File: src/rtl/fir_tap_loader.sv
// fir_tap_loader: streams N coefficients into the FIR tap RAM (bram11 port).
// Define TAP_VERIFY_EN to add a readback checksum pass that drives err.
module fir_tap_loader #(
  parameter int N     = 11,
  parameter int WIDTH = 32
) (
  input  logic             clk,
  input  logic             rst,
  input  logic             start,
  input  logic [WIDTH-1:0] s_tdata,
  input  logic             s_tvalid,
  output logic             s_tready,
  output logic             tap_en,
  output logic [3:0]       tap_we,
  output logic [11:0]      tap_a,
  output logic [31:0]      tap_di,
  input  logic [31:0]      tap_do,
  output logic             busy,
  output logic             done,
  output logic             err
);

`ifdef TAP_VERIFY_EN
  typedef enum logic [2:0] {
    IDLE, WRITE, VERIFY_RD, VERIFY_CHK, DONE
  } state_t;
`else
  typedef enum logic [1:0] {
    IDLE, WRITE, DONE
  } state_t;
`endif

  state_t state_q, state_d;
  logic [11:0] idx_q, idx_d;
  logic [11:0] tap_a_q, tap_a_d;
  logic [31:0] tap_di_q, tap_di_d;
  logic [3:0]  tap_we_q, tap_we_d;
  logic        tap_en_q, tap_en_d;
  logic signed [WIDTH-1:0] coef;
  logic [31:0] coef_x;
  logic        hs;
  logic        last;

  assign coef   = s_tdata;
  assign coef_x = 32'(coef);
  assign hs     = s_tvalid & s_tready;
  assign last   = idx_q == 12'(N - 1);

  assign s_tready = state_q == WRITE;
  assign busy     = state_q != IDLE;
  assign done     = state_q == DONE;
  assign tap_en   = tap_en_q;
  assign tap_we   = tap_we_q;
  assign tap_a    = tap_a_q;
  assign tap_di   = tap_di_q;

  always_comb begin
    state_d  = state_q;
    idx_d    = idx_q;
    tap_en_d = 1'b0;
    tap_we_d = 4'h0;
    tap_a_d  = tap_a_q;
    tap_di_d = tap_di_q;
    unique case (state_q)
      IDLE: begin
        if (start) begin
          state_d = WRITE;
          idx_d   = '0;
        end
      end
      WRITE: begin
        if (hs) begin
          tap_en_d = 1'b1;
          tap_we_d = 4'hF;
          tap_a_d  = idx_q;
          tap_di_d = coef_x;
          idx_d    = idx_q + 12'd1;
          if (last) begin
            idx_d   = '0;
`ifdef TAP_VERIFY_EN
            state_d = VERIFY_RD;
`else
            state_d = DONE;
`endif
          end
        end
      end
`ifdef TAP_VERIFY_EN
      VERIFY_RD: begin
        tap_en_d = 1'b1;
        tap_a_d  = idx_q;
        idx_d    = idx_q + 12'd1;
        if (last) begin
          idx_d   = '0;
          state_d = VERIFY_CHK;
        end
      end
      VERIFY_CHK: state_d = DONE;
`endif
      DONE:    state_d = IDLE;
      default: state_d = IDLE;
    endcase
  end

  always_ff @(posedge clk or negedge rst) begin
    if (!rst) begin
      state_q  <= IDLE;
      idx_q    <= '0;
      tap_en_q <= 1'b0;
      tap_we_q <= 4'h0;
      tap_a_q  <= '0;
      tap_di_q <= '0;
    end else begin
      state_q  <= state_d;
      idx_q    <= idx_d;
      tap_en_q <= tap_en_d;
      tap_we_q <= tap_we_d;
      tap_a_q  <= tap_a_d;
      tap_di_q <= tap_di_d;
    end
  end

`ifdef TAP_VERIFY_EN
  logic [31:0] sum_w_q, sum_w_d;
  logic [31:0] sum_r_q, sum_r_d;
  logic [31:0] sum_r_nx;
  logic        dval_q, err_q, err_d, mism;

  // Reads leave the port registered, so the last word lands in DONE.
  assign sum_r_nx = dval_q ? sum_r_q + tap_do : sum_r_q;
  assign mism     = sum_r_nx != sum_w_q;
  assign err      = (state_q == DONE) ? mism : err_q;

  always_comb begin
    sum_w_d = sum_w_q;
    sum_r_d = sum_r_nx;
    err_d   = err_q;
    if (state_q == IDLE && start) begin
      sum_w_d = '0;
      sum_r_d = '0;
      err_d   = 1'b0;
    end
    if (hs) sum_w_d = sum_w_q + coef_x;
    if (state_q == DONE) err_d = mism;
  end

  always_ff @(posedge clk or negedge rst) begin
    if (!rst) begin
      sum_w_q <= '0;
      sum_r_q <= '0;
      dval_q  <= 1'b0;
      err_q   <= 1'b0;
    end else begin
      sum_w_q <= sum_w_d;
      sum_r_q <= sum_r_d;
      dval_q  <= tap_en_q & ~|tap_we_q;
      err_q   <= err_d;
    end
  end
`else
  logic unused_do;
  assign unused_do = ^tap_do;
  assign err       = 1'b0;
`endif

endmodule

File: config.mk
export PLATFORM = sky130hd
export DESIGN_NAME = fir_tap_loader
export DESIGN_NICKNAME = d
export VERILOG_FILES = /design/src/rtl/fir_tap_loader.sv
export SDC_FILE = /design/constraint.sdc
export NUM_CORES = 1
export LEC_CHECK = 0
export ABC_AREA = 1
export BUFFER_PORTS_ARGS = -buffer_cell sky130_fd_sc_hd__buf_2
export CAP_MARGIN = 0
export CORE_AREA = 2 2 77 79
export CTS_CLUSTER_SIZE = 14
export DETAILED_ROUTE_END_ITERATION = 10
export DIE_AREA = 0 0 79 81
export GPL_TIMING_DRIVEN = 0
export PLACE_DENSITY = 0.81
export SLEW_MARGIN = 20
export SYNTH_ARGS = -nofsm -noshare
export SYNTH_HDL_FRONTEND = slang
export SYNTH_SLANG_ARGS = --single-unit
File: constraint.sdc
create_clock -name clk -period 3.82 [get_ports clk]
set_clock_uncertainty 0.1 [all_clocks]
set_input_delay 0.191 -clock clk [delete_from_list [all_inputs] [get_ports clk]]
set_output_delay 0.191 -clock clk [all_outputs]
set_load 0.03 [all_outputs]
# Word level (Yosys, flattened, before mapping)
# Cells that the tools add are included.
[op_classes]
n_reduce_logical = 6
eq_ne = 6
add_sub_neg = 1
muxes = 12
bitwise = 1
[ops]
columns = ["operator", "n"]
rows = [
  ["$mux W12", 3],
  ["$pmux W12 S2", 1],
  ["$add A12 B1 Y12 const B", 1],
  ["$eq A12 B4 Y1 const B", 1],
  ["$mux W4", 2],
  ["$mux W2", 3],
  ["$reduce_and A3 Y1", 2],
  ["$ne A2 B1 Y1 const B", 2],
  ["$pmux W2 S2", 1],
  ["$reduce_bool A2 Y1", 2],
  ["$eq A2 B1 Y1 const B", 1],
  ["$eq A2 B2 Y1 const B", 1],
  ["$logic_not A2 Y1", 1],
  ["$mux W1", 2],
  ["$ne A2 B2 Y1 const B", 1],
  ["$reduce_and A2 Y1", 1],
  ["$and A1 B1 Y1", 1],
]
[word_totals]
regBits = 63
in_bits = 68
out_inout_bits = 53

# Longest topological paths before layout
[logic_depth]
word_depth = 4
depth_mapped = 9
ltp_nobuf = 9

# Worst setup path after synthesis
# No wires, ideal clock.
[synth_timing]
path_kind = "register to register"
start = "reg idx_q[0]"
end = "reg idx_q[3]"
required_time_ns = 3.606
arrival_time_ns = 1.175
stages_incl_launch_ff = 10
path_slack_ns = 2.431
cell_sequence = "dfrtp_1 inv_1 ha_1 nand3_1 nor2_1 nand2_1 nand2_1 nand2_1 nand3_1 inv_1"
[synth_via]
elab_chain_cells = 4
word_cells_on_any_way = 5
[synth_lines]
columns = ["element", "line", "source"]
rows = [
  ["from (decl)", "34", "logic [11:0] idx_q, idx_d;"],
  ["from (signal assigned)", "115", "idx_q <= idx_d;"],
  ["$add A12 B1 Y12 / $eq A12 B4 Y1 (equally long branches)", "77, 47", ""],
  ["$mux W12 *", "78", "if (last) begin"],
  ["$mux W12 *", "72", "if (hs) begin"],
  ["$pmux W12 S2 *", "64", "unique case (state_q)"],
]
# Mark *: on every way between the ends. The rest lies on a longest branch, timed or not. The select of a mux whose other input is x is not followed.
# A chain may end at the register's enable or synchronous reset.

# Worst setup path after layout
[layout_timing]
start = "reg idx_q[0]"
end = "reg idx_q[7]"
# The elaborated chain is that of the path after synthesis.

==> flow_metrics.py <==
metrics = {
    "synth": {
        "avgSynthCellArea_um2": 8.483,
        "ys_types": 24,
        "syn_area_mm2": 0.002698,
        "seq_area_frac_synth": 0.5473,
        "syn_nets": 388,
        "synth_top_area_share": 0.5473,
        "ys_top_cells_by_area": "dfrtp_1 (55%), nand2_1 (21%), o21ai_2 (3.2%)",
        "synthArstFlopShare": 1.000,
        "synth_edf_count": 0,
        "ys_warn_count": 0,
        "synth_flop_cell": "dfrtp_1",
        "yosys.area.top_type": "dfrtp_1",
        "synthCells": 318,
        "synth_seq_cells": 59,
    },
    "placement": {
        "hpwl_mm": 4.190,
        "place_congestion": 0.8033,
        "dpl_cell_area_mm2": 0.003229,
        "post-place-ws_ns": 2.212,
        "portBuffers": 87,
    },
    "floorplan": {
        "die_area_mm2": 0.006399,
        "die_h_um": 81,
        "rows": 28,
        "core_mm2": 0.005675,
        "ios": 121,
        "die_w_um": 79,
        "start_util": 0.4753,
    },
    "sta": {
        "final_max_slew_viol_count": 0,
        "slew_headroom": 0.5259,
        "tightest_slew_ns": 0.7112,
        "period_needed_ns": 1.617,
        "fin_crit_sh": 0.4234,
        "fmax_ghz": 0.6183,
        "hold_viol": 0,
        "worst_slack_ns": 2.203,
        "finalSetupTns_ns": 0,
        "grt_setup_unrepaired": "false",
        "setup_viol": 0,
        "holdWs_ns": 0.06405,
    },
    "layout": {
        "fin_area_mm2": 0.003775,
        "fill_cells": 455,
        "area_growth_pct": 39.94,
        "n_antenna_cell": 0,
        "fin_nets": 519,
        "drive_gt1_frac": 0.3046,
    },
    "routing": {
        "drtIter0Drc": 166,
        "wl_met1_mm": 2.867,
        "routed_via_density": 4.780,
        "route.detailed.drc": 0,
        "wl_met2_mm": 3.295,
        "ant_nets": 0,
        "highest_layer": "met4",
        "wl_per_cell_um": 12.75,
        "drt-pass1-iter-count": 4,
        "num_vias": 2524,
        "routed_wl_mm": 6.733,
        "wl_met3_um": 434,
    },
    "flow_run": {
        "cap_viol_max_count": 0,
    },
    "worst_setup_path": {
        "worstSetupStartpoint": "idx_q[0]",
        "startpoint_type": "register",
        "critPathMaxFanout": 7,
        "critPathKind": "reg -> reg",
        "arrival_ns": 1.78,
        "rr_startpoint": "idx_q[0]",
        "cp-end-kind": "register",
        "critPathRequiredTime_ns": 3.98,
    },
    "clock_network": {
        "cts-resized-gates": 0,
        "holdBufCountCts": 33,
        "insertion_delay_ns": 0.33,
        "post_cts_buffers": 0,
        "clk_pin_slew_ns": 0.07,
        "cts_buffers": 9,
        "cts_max_path_buffers": 2,
        "cts_tree": "yes",
        "cts.sinks": 59,
        "root_buffer": "clkbuf_8",
        "cts_max_level": 3,
    },
    "power_and_ir_drop": {
        "pwr-share-comb": 0.453,
        "switching_power_mw": 1.323,
        "seq_power_share": 0.339,
        "internal_power_mw": 1.654,
        "pwr-share-clk": 0.208,
        "pwr_density_cell_mw_per_mm2": 788.6,
        "switching_share": 0.4443,
        "leakage_nw": 2.089,
        "finalPower_mw": 2.977,
        "irDropWorstVdd_mv": 0.3546,
    },
    "worst_hold_path": {
        "min_from": "start",
        "hold_class": "in -> reg",
    },
    "global_route": {
        "grt_max_degree": 60,
        "antenna_found_initial": 0,
        "grtUsageTotal": 0.2216,
        "grt_pass1_wl_mm": 11.03,
        "grt-ovfl-total": 0,
        "grt_pass1_vias": 2479,
    },
    "run_status": {
        "status": "finished, final reports clean",
    },
}
## path summary, 6_finish.rpt
path,endpoint,slack [ns],cells after the start
setup / recovery,idx_q[7],2.20,9
hold / removal,state_q[0],0.06,3
setup reg to reg,idx_q[7],2.20,9
hold reg to reg,tap_di[25],0.37,2
max in group asynchronous,tap_di[0],2.76,2
min in group asynchronous,tap_di[15],0.38,2
## cell type report
| type | count | area, µm² | share of cell area |
|---|---|---|---|
| Multi-Input combinational cell | 221 | 991.0 | 0.2625 |
| Sequential cell | 59 | 1476 | 0.3911 |
| Buffer | 15 | 141.4 | 0.03745 |
| Inverter | 23 | 88.84 | 0.02353 |
| Timing Repair Buffer | 120 | 768.2 | 0.2035 |
| Tap cell | 75 | 93.84 | 0.02486 |
| Clock inverter | 5 | 77.57 | 0.02055 |
| Clock buffer | 10 | 137.6 | 0.03646 |
## worst max-delay path: stages (launching register included)
cell	delay, ns
dfrtp_1	0.44
inv_1	0.10
ha_1	0.21
nand3_1	0.08
nor2_1	0.05
nand2_1	0.16
nand2_1	0.10
nand2_1	0.15
nand2_1	0.07
nor2_1	0.10
## through the flow
stage	cells	util
final	528	0.6651
after global routing	528	0.6651
after detailed placement	480	0.5690
after floorplan	318	-
after global placement	480	0.5686
after CTS	528	0.6651
## power by group through the flow
| stage | combinational [mW] | sequential, mW | clock, mW |
|---|---|---|---|
| global route | 1.47 | 1.04 | 0.658 |
| global placement | 1.29 | 1.00 | 0 |
| floorplan | 0.583 | 1.36 | 0 |
| CTS | 1.34 | 1.00 | 0.625 |
| detailed placement | 1.32 | 1.01 | 0 |
| finish | 1.35 | 1.01 | 0.619 |
## state kept, by name (all words and copies together) (netlist names)
signal and flops:
idx_q 12, tap_we 1, tap_di 32, state_q 2, tap_a 12
## placed cells by master (no fill, tap or decap), drive strengths merged
| cell type | instances |
|---|---|
| a21oi | 1 |
| dfrtp | 59 |
| clkbuf | 11 |
| o21ai | 20 |
| nand4 | 6 |
| nand3 | 12 |
| nor2 | 21 |
| bufinv | 2 |
| nand2 | 152 |
| inv | 23 |
| clkinvlp | 1 |
| nor3 | 3 |
| clkinv | 2 |
| nand3b | 1 |
| conb | 1 |
| xor2 | 1 |
| o211ai | 1 |
| dlygate4sd3 | 33 |
| buf | 101 |
| ha | 2 |
## routing by layer
layer  global-route usage  vias up
met5                    0        -
met4              0.09483        0
met3              0.04222       12
met2               0.3915       87
met1               0.2662     1172
li1                     -     1253
## kinds of logic after synthesis
group / synth area share
adder cells (fa/ha/maj): 0.009275
buffers and inverters: 0.08534
AND/OR/NAND/NOR: 0.2978
flip-flops: 0.5473
XOR/XNOR: 0.003247
other: 0.001390
AO/OA/AOI/OAI: 0.05566
## cells in the mapped netlist (3+ instances only)
cell type	number
buf_6	6
o21ai_2	10
nand2_1	150
nor3_1	3
buf_4	8
inv_2	4
inv_1	18
nand3_1	12
nand4_1	6
nor2_1	17
dfrtp_1	59
o21ai_0	10
(Power assumes the default switching activity.)
